### config.mk
export PLATFORM = sky130hd
export DESIGN_NAME = uart_rx_core
export DESIGN_NICKNAME = d
export VERILOG_FILES = /design/src/rtl/uart_rx_core.sv
export SDC_FILE = /design/constraint.sdc
export NUM_CORES = 1
export LEC_CHECK = 0
export CAP_MARGIN = 40
export CELL_PAD_IN_SITES_DETAIL_PLACEMENT = 0
export CELL_PAD_IN_SITES_GLOBAL_PLACEMENT = 1
export CORE_ASPECT_RATIO = 1.25
export CORE_MARGIN = 2
export CORE_UTILIZATION = 40
export DETAILED_ROUTE_END_ITERATION = 10
export PLACE_DENSITY = 0.77
export REMOVE_ABC_BUFFERS = 1
export SYNTH_ARGS = -nofsm -noshare
export SYNTH_HDL_FRONTEND = slang
export SYNTH_SLANG_ARGS = --single-unit
### constraint.sdc
create_clock -name clk -period 2.46 [get_ports clk]
set_input_delay 0.492 -clock clk [delete_from_list [all_inputs] [get_ports clk]]
set_output_delay 0.492 -clock clk [all_outputs]
set_load 0.01 [all_outputs]
### src/rtl/uart_rx_core.sv
`default_nettype none
// ============================================================================
//  Module   : uart_rx_core
//  Purpose  : 16x oversampling UART receiver with a one-entry valid/ack
//             holding register reporting parity, framing and overrun status.
//  Revision : 1.0 - initial release
// ============================================================================
module uart_rx_core #(
    parameter int DIV_WIDTH = 16
) (
    input  logic                 clk,
    input  logic                 rst,
    input  logic                 rx,
    input  logic [DIV_WIDTH-1:0] baud_div,
    input  logic                 data_size,
    input  logic                 parity_en,
    input  logic [1:0]           parity_mode,
    input  logic                 stop_bit_size,
    output logic [7:0]           data_o,
    output logic                 valid,
    input  logic                 ack,
    output logic                 parity_err,
    output logic                 frame_err,
    output logic                 overrun,
    output logic                 busy
);

    localparam logic [2:0] c_ST_IDLE   = 3'd0;
    localparam logic [2:0] c_ST_START  = 3'd1;
    localparam logic [2:0] c_ST_DATA   = 3'd2;
    localparam logic [2:0] c_ST_PARITY = 3'd3;
    localparam logic [2:0] c_ST_STOP1  = 3'd4;
    localparam logic [2:0] c_ST_STOP2  = 3'd5;

    localparam logic [3:0]           c_OS_S7     = 4'd7;
    localparam logic [3:0]           c_OS_S8     = 4'd8;
    localparam logic [3:0]           c_OS_DECIDE = 4'd9;
    localparam logic [3:0]           c_OS_LAST   = 4'd15;
    localparam logic [DIV_WIDTH-1:0] c_DIV_ZERO  = '0;
    localparam logic [DIV_WIDTH-1:0] c_DIV_ONE   = {{(DIV_WIDTH-1){1'b0}}, 1'b1};

    logic                 r_rx_meta;
    logic                 r_rx_sync;
    logic [2:0]           r_state;
    logic [2:0]           w_next_state;
    logic                 r_armed;
    logic [DIV_WIDTH-1:0] r_div;
    logic                 r_dsize;
    logic                 r_pen;
    logic [1:0]           r_pmode;
    logic                 r_stop2;
    logic [DIV_WIDTH-1:0] r_tick_cnt;
    logic [3:0]           r_os;
    logic                 r_s7;
    logic                 r_s8;
    logic [3:0]           r_bit_cnt;
    logic [7:0]           r_shift;
    logic                 r_par_flag;
    logic                 r_frame_flag;
    logic                 w_tick;
    logic                 w_decide;
    logic                 w_bit_end;
    logic                 w_bit;
    logic                 w_last_data;
    logic [7:0]           w_data;
    logic                 w_par_exp;
    logic                 w_frame_final;
    logic                 w_start;
    logic                 w_complete;

    // rx is asynchronous to clk; both stages idle high so reset looks like a quiet line
    always_ff @(posedge clk or posedge rst) begin
        if (rst) begin
            r_rx_meta <= 1'b1;
            r_rx_sync <= 1'b1;
        end else begin
            r_rx_meta <= rx;
            r_rx_sync <= r_rx_meta;
        end
    end

    assign w_tick      = busy && (r_tick_cnt == c_DIV_ZERO);
    assign w_decide    = w_tick && (r_os == c_OS_DECIDE);
    assign w_bit_end   = w_tick && (r_os == c_OS_LAST);
    assign w_bit       = (r_s7 & r_s8) | (r_s7 & r_rx_sync) | (r_s8 & r_rx_sync);
    assign w_last_data = (r_bit_cnt == (r_dsize ? 4'd8 : 4'd7));
    // In 7-bit mode the first data bit sits one position higher in the shifter
    assign w_data      = r_dsize ? r_shift : {1'b0, r_shift[7:1]};
    assign w_par_exp   = r_pmode[1] ? ((^w_data) ^ r_pmode[0]) : r_pmode[0];
    assign w_frame_final = r_frame_flag | ~w_bit;

    // ---------------- FSM: state register ----------------
    always_ff @(posedge clk or posedge rst) begin
        if (rst) begin
            r_state <= c_ST_IDLE;
        end else begin
            r_state <= w_next_state;
        end
    end

    // ---------------- FSM: next-state logic ----------------
    always_comb begin
        w_next_state = r_state;
        case (r_state)
            c_ST_IDLE: begin
                if (r_armed && !r_rx_sync) w_next_state = c_ST_START;
            end
            c_ST_START: begin
                if (w_decide && w_bit)   w_next_state = c_ST_IDLE;
                else if (w_bit_end)      w_next_state = c_ST_DATA;
            end
            c_ST_DATA: begin
                if (w_bit_end && w_last_data)
                    w_next_state = r_pen ? c_ST_PARITY : c_ST_STOP1;
            end
            c_ST_PARITY: begin
                if (w_bit_end) w_next_state = c_ST_STOP1;
            end
            c_ST_STOP1: begin
                if (w_decide && !r_stop2)        w_next_state = c_ST_IDLE;
                else if (w_bit_end && r_stop2)   w_next_state = c_ST_STOP2;
            end
            c_ST_STOP2: begin
                if (w_decide) w_next_state = c_ST_IDLE;
            end
            default: w_next_state = c_ST_IDLE;
        endcase
    end

    // ---------------- FSM: outputs ----------------
    always_comb begin
        busy       = (r_state != c_ST_IDLE);
        w_start    = (r_state == c_ST_IDLE) && r_armed && !r_rx_sync;
        w_complete = w_decide &&
                     (((r_state == c_ST_STOP1) && !r_stop2) || (r_state == c_ST_STOP2));
    end

    // After a frame ends (possibly mid break) the line must be seen high before re-arming
    always_ff @(posedge clk or posedge rst) begin
        if (rst) begin
            r_armed <= 1'b1;
        end else if (w_complete) begin
            r_armed <= 1'b0;
        end else if ((r_state == c_ST_IDLE) && r_rx_sync) begin
            r_armed <= 1'b1;
        end
    end

    always_ff @(posedge clk or posedge rst) begin
        if (rst) begin
            r_div   <= '0;
            r_dsize <= 1'b0;
            r_pen   <= 1'b0;
            r_pmode <= 2'b00;
            r_stop2 <= 1'b0;
        end else if (w_start) begin
            r_div   <= baud_div;
            r_dsize <= data_size;
            r_pen   <= parity_en;
            r_pmode <= parity_mode;
            r_stop2 <= stop_bit_size;
        end
    end

    always_ff @(posedge clk or posedge rst) begin
        if (rst) begin
            r_tick_cnt <= '0;
            r_os       <= 4'd0;
            r_s7       <= 1'b1;
            r_s8       <= 1'b1;
        end else if (!busy) begin
            r_tick_cnt <= '0;
            r_os       <= 4'd0;
        end else begin
            r_tick_cnt <= (r_tick_cnt == r_div) ? c_DIV_ZERO : r_tick_cnt + c_DIV_ONE;
            if (w_tick) begin
                r_os <= r_os + 4'd1;
                if (r_os == c_OS_S7) r_s7 <= r_rx_sync;
                if (r_os == c_OS_S8) r_s8 <= r_rx_sync;
            end
        end
    end

    always_ff @(posedge clk or posedge rst) begin
        if (rst) begin
            r_bit_cnt    <= 4'd0;
            r_shift      <= 8'h00;
            r_par_flag   <= 1'b0;
            r_frame_flag <= 1'b0;
        end else if (w_start) begin
            r_bit_cnt    <= 4'd0;
            r_shift      <= 8'h00;
            r_par_flag   <= 1'b0;
            r_frame_flag <= 1'b0;
        end else if (w_decide) begin
            case (r_state)
                c_ST_DATA: begin
                    r_shift   <= {w_bit, r_shift[7:1]};
                    r_bit_cnt <= r_bit_cnt + 4'd1;
                end
                c_ST_PARITY: begin
                    if (w_bit != w_par_exp) r_par_flag <= 1'b1;
                end
                c_ST_STOP1, c_ST_STOP2: begin
                    if (!w_bit) r_frame_flag <= 1'b1;
                end
                default: ;
            endcase
        end
    end

    // Holding register: a completing frame is accepted if the slot is free or freed this cycle
    always_ff @(posedge clk or posedge rst) begin
        if (rst) begin
            data_o     <= 8'h00;
            valid      <= 1'b0;
            parity_err <= 1'b0;
            frame_err  <= 1'b0;
            overrun    <= 1'b0;
        end else if (w_complete) begin
            if (!valid || ack) begin
                data_o     <= w_data;
                parity_err <= r_par_flag;
                frame_err  <= w_frame_final;
                valid      <= 1'b1;
                overrun    <= 1'b0;
            end else begin
                overrun    <= 1'b1;
            end
        end else if (ack && valid) begin
            valid   <= 1'b0;
            overrun <= 1'b0;
        end
    end

endmodule
`default_nettype wire

==> results_tabular.tex <==
\begin{tabular}{lr}
\hline
Metric & Value \\
\hline
\multicolumn{2}{l}{\textbf{Outcome}} \\
Status & finished clean \\
\multicolumn{2}{l}{\textbf{Clock network}} \\
Clk root buf & clkbuf\_16 \\
Post-CTS setup buffer count & 0 \\
Clock Sink Count & 75 \\
Maximum clock insertion buffer count & 2 \\
Inserted Clock Buffers & 9 \\
Clock slew at reported path FFs & 60 ps \\
Number of levels in the clock H-tree & 3 \\
CTS resizes & 0 \\
Clock latency reported for the late side of the worst-skew pair & 330 ps \\
Cts hold-fix bufs & 0 \\
Clock tree from TritonCTS & built \\
\multicolumn{2}{l}{\textbf{Global routing}} \\
Largest net degree at the start of global routing & 58 \\
First-pass GRT wire length & 14300 µm \\
Via count of the first global-routing pass & 2944 \\
Residual overflow from global routing & 0 \\
Global router's overall resource usage & 17.4\% \\
Initial antenna violation count & 0 \\
\multicolumn{2}{l}{\textbf{Pwr}} \\
Sw Ratio & 31.2\% \\
Internal power & 2.81 mW \\
PD cells & 864 nW/µm² \\
Portion of total power attributed to sequential cells & 43.3\% \\
Combinational fraction of design power & 22.6\% \\
IR drop worst, VDD & 0.410 mV \\
Net switching power & 1.28 mW \\
Cell leakage power & 2.17 nW \\
Total chip power & 4.09 mW \\
Share of total power in the clock network & 34.1\% \\
\multicolumn{2}{l}{\textbf{Timing}} \\
Final Hold Slack & 355 ps \\
Final number of max-transition violations & 0 \\
Number of failing hold endpoints at the final stage & 0 \\
Setup repair after global routing missed its margin & false \\
Top achievable clock speed & 445 MHz \\
Clock skew after layout & 6.26 ps \\
Actual slew at the worst max-slew pin & 540 ps \\
Setup violators final & 0 \\
Time the final worst path needs with I/O delays and setup & 2250 ps \\
Accumulated negative setup slack & 0 ps \\
Period Utilization, post-route & 91.3\% \\
Fin worst setup slack & 213 ps \\
Worst slew slack as a fraction of its limit & 63.0\% \\
\multicolumn{2}{l}{\textbf{Cells and area}} \\
Number of nets in the final layout & 483 \\
Area taken by flip-flops and latches & 1880 µm² \\
Fraction of final layout cells sized beyond drive strength 1 & 13.8\% \\
\# fillers & 849 \\
Area occupied by multi-input gates & 1790 µm² \\
Post-Route Utilization & 51.3\% \\
Final Instance Count excl. Fillers & 580 \\
Area delta synth->final & 23.8\% \\
Post-route cell area & 4730 µm² \\
N\_diodes & 0 \\
\multicolumn{2}{l}{\textbf{Critical path}} \\
Crit Path Max Fanout & 8 \\
RR Startpoint & r\_tick\_cnt[5]\$\_DFF\_PP0\_ \\
Endpoint required time on the critical path & 2720 ps \\
Number of cell instances on the worst register-to-register path & 5 \\
Type of element capturing the critical path & flip-flop \\
Worst setup SP type & flip-flop \\
Critical path class & reg -> reg \\
RR Endpoint & r\_bit\_cnt[3]\$\_DFFE\_PP0P\_ \\
Worst setup path startpoint & r\_tick\_cnt[5]\$\_DFF\_PP0\_ \\
End of the critical path & r\_bit\_cnt[3]\$\_DFFE\_PP0P\_ \\
Setup slack on the worst flop-to-flop path & 210 ps \\
Data arrival time at the worst-slack endpoint & 2500 ps \\
\multicolumn{2}{l}{\textbf{Placed design}} \\
Placement-stage worst setup slack & 222 ps \\
Number of input and output port buffers inserted & 37 \\
Detail Placement HPWL & 6020 µm \\
Number of cells in the design after placement & 564 \\
Post-placement cell area & 4420 µm² \\
Gp weighted congestion & 0.785 \\
\multicolumn{2}{l}{\textbf{Detailed routing}} \\
Total wire length & 8330 µm \\
Via count normalized by instance count & 5.11 \\
Remaining routing DRC violations & 0 \\
Vias after detailed routing & 2962 \\
Initial drt markers & 170 \\
Avg WL per Cell & 14.4 µm \\
Length of the first detailed-routing pass in iterations & 4 \\
Number of routed nets with antenna violations & 0 \\
\multicolumn{2}{l}{\textbf{Yosys}} \\
Sequential share of the synthesized area & 49.2\% \\
Mean Syn Cell Area & 9.44 µm² \\
Cell area after technology mapping & 3820 µm² \\
Number of flops mapped to enable cells by yosys & 0 \\
Number of warnings issued by yosys & 0 \\
Number of cells produced by synthesis & 405 \\
Most common flop cell mapped by yosys & dfrtp\_1 \\
Synth async-reset ratio & 100\% \\
Number of distinct library cells after synthesis & 53 \\
Number of register bits inferred by synthesis & 75 \\
\multicolumn{2}{l}{\textbf{Job}} \\
Number of violations of the max-capacitance limit & 0 \\
\multicolumn{2}{l}{\textbf{Floorplanning}} \\
Width of the die & 91.5 µm \\
Die Ht & 113 µm \\
Starting density of the core & 41.5\% \\
Area inside the core boundary & 9220 µm² \\
Count of boundary I/O pins & 38 \\
Die area & 10400 µm² \\
Standard-cell rows & 39 \\
\multicolumn{2}{l}{\textbf{Worst hold path}} \\
Class of the tightest hold or removal check & reg -> reg \\
\hline
\end{tabular}
-- synthesized netlist by cell type (2+ instances only) --
| library cell | count | area [µm²] |
|---|---|---|
| nand2_1 | 90 | 338 |
| nor2b_1 | 2 | 12.5 |
| o31ai_1 | 6 | 45.0 |
| mux2_2 | 14 | 158 |
| xor2_1 | 22 | 193 |
| clkbuf_2 | 2 | 10.0 |
| or2_2 | 3 | 18.8 |
| o21ai_0 | 11 | 55.1 |
| dfrtp_1 | 70 | 1750 |
| a31oi_1 | 2 | 12.5 |
| inv_1 | 20 | 75.1 |
| and4_1 | 2 | 17.5 |
| nor2_1 | 29 | 109 |
| or3_1 | 2 | 12.5 |
| clkbuf_1 | 15 | 56.3 |
| nor4_1 | 10 | 62.6 |
| dfstp_2 | 5 | 131 |
| xnor2_1 | 17 | 149 |
| nand2b_1 | 4 | 25.0 |
| nand3_1 | 18 | 90.1 |
| or4_1 | 2 | 15.0 |
| nand4_1 | 6 | 37.5 |
| a211o_1 | 2 | 17.5 |
| and2_1 | 3 | 18.8 |
| a21oi_1 | 12 | 60.1 |
| ha_1 | 6 | 75.1 |
| nor3_1 | 4 | 20.0 |
-- logic make-up (layout without fill, tap and decap cells) --
family	count (synthesis)	in the layout	share of synthesized area [%]
adders and majority gates	7	7	2.22
muxes	15	15	4.38
xor gates and xnor gates	40	40	9.52
AOI/OAI and AO/OA	45	45	7.72
buffers and inverters	39	91	4.12
DFF	75	75	49.2
and+or+nand+nor	184	184	22.8
-- cells in the final DEF, fill, tap and decap left out, types with 3 or more instances in the layout --
cell type	Yosys	final
nand2_1	90	90
dfrtp_1	70	70
clkdlybuf4s50_1	0	37
nor2_1	29	28
xor2_1	22	22
inv_1	20	19
nand3_1	18	18
xnor2_1	17	17
buf_4	0	17
mux2_2	14	14
a21oi_1	12	12
o21ai_0	11	11
nor4_1	10	10
clkbuf_16	0	9
nand4_1	6	6
o31ai_1	6	6
ha_1	6	6
dfstp_2	5	5
nand2b_1	4	4
nor3_1	4	4
or2_2	3	3
and2_1	3	3
clkinv_2	0	3
-- cell type report --
| type | instances | area share, % |
|---|---|---|
| Clock inverter | 7 | 1.96 |
| Timing Repair Buffer | 55 | 10.9 |
| Tap cell | 123 | 3.25 |
| Inverter | 20 | 1.59 |
| Sequential cell | 75 | 39.8 |
| Clock buffer | 9 | 4.76 |
| Multi-Input combinational cell | 291 | 37.7 |
-- metal layers --
layer | GRT usage [%] | vias to the layer above | wire length, µm
li1 | - | 1457 | -
met1 | 21.9 | 1439 | 3720
met2 | 29.0 | 48 | 4220
met3 | 3.26 | 18 | 216
met4 | 7.88 | 0 | 179
met5 | 0 | - | 0
-- power groups by stage --
stage	logic [mW]	registers (mW)	clock network, mW
floorplan	0.626	1.74	0
global placement	0.925	1.78	0
detailed placement	0.933	1.80	0
CTS	0.944	1.77	1.42
global route	1.06	1.82	1.47
finish	0.926	1.77	1.39
-- worst max-delay path, cell delays in order, from the launching register on --
cell and delay, ps:
dfrtp_1 420, nor4_1 380, nand2_1 110, or4_1 670, or4_1 440, a21oi_1 150
-- state kept, by name (all words and copies together), names as in the netlist, 2 cells and up --
| register | count |
|---|---|
| r_os | 4 |
| r_tick_cnt | 16 |
| data_o | 8 |
| r_bit_cnt | 4 |
| r_state | 3 |
| r_div | 16 |
| r_pmode | 2 |
| r_shift | 8 |
-- how the worst min path moves through the flow --
stage	slack [ps]	cells past startpoint	startpoint	to
6_report	360	0	r_rx_meta$_DFF_PP1_	r_rx_sync$_DFF_PP1_
5_1_grt	360	0	r_rx_meta$_DFF_PP1_	r_rx_sync$_DFF_PP1_
4_1_cts	360	0	r_rx_meta$_DFF_PP1_	r_rx_sync$_DFF_PP1_
3_5_place_dp	350	0	r_rx_meta$_DFF_PP1_	r_rx_sync$_DFF_PP1_
3_3_place_gp	350	0	r_rx_meta$_DFF_PP1_	r_rx_sync$_DFF_PP1_
2_1_floorplan	350	0	r_rx_meta$_DFF_PP1_	r_rx_sync$_DFF_PP1_
Power figures use the tool's default switching activity.
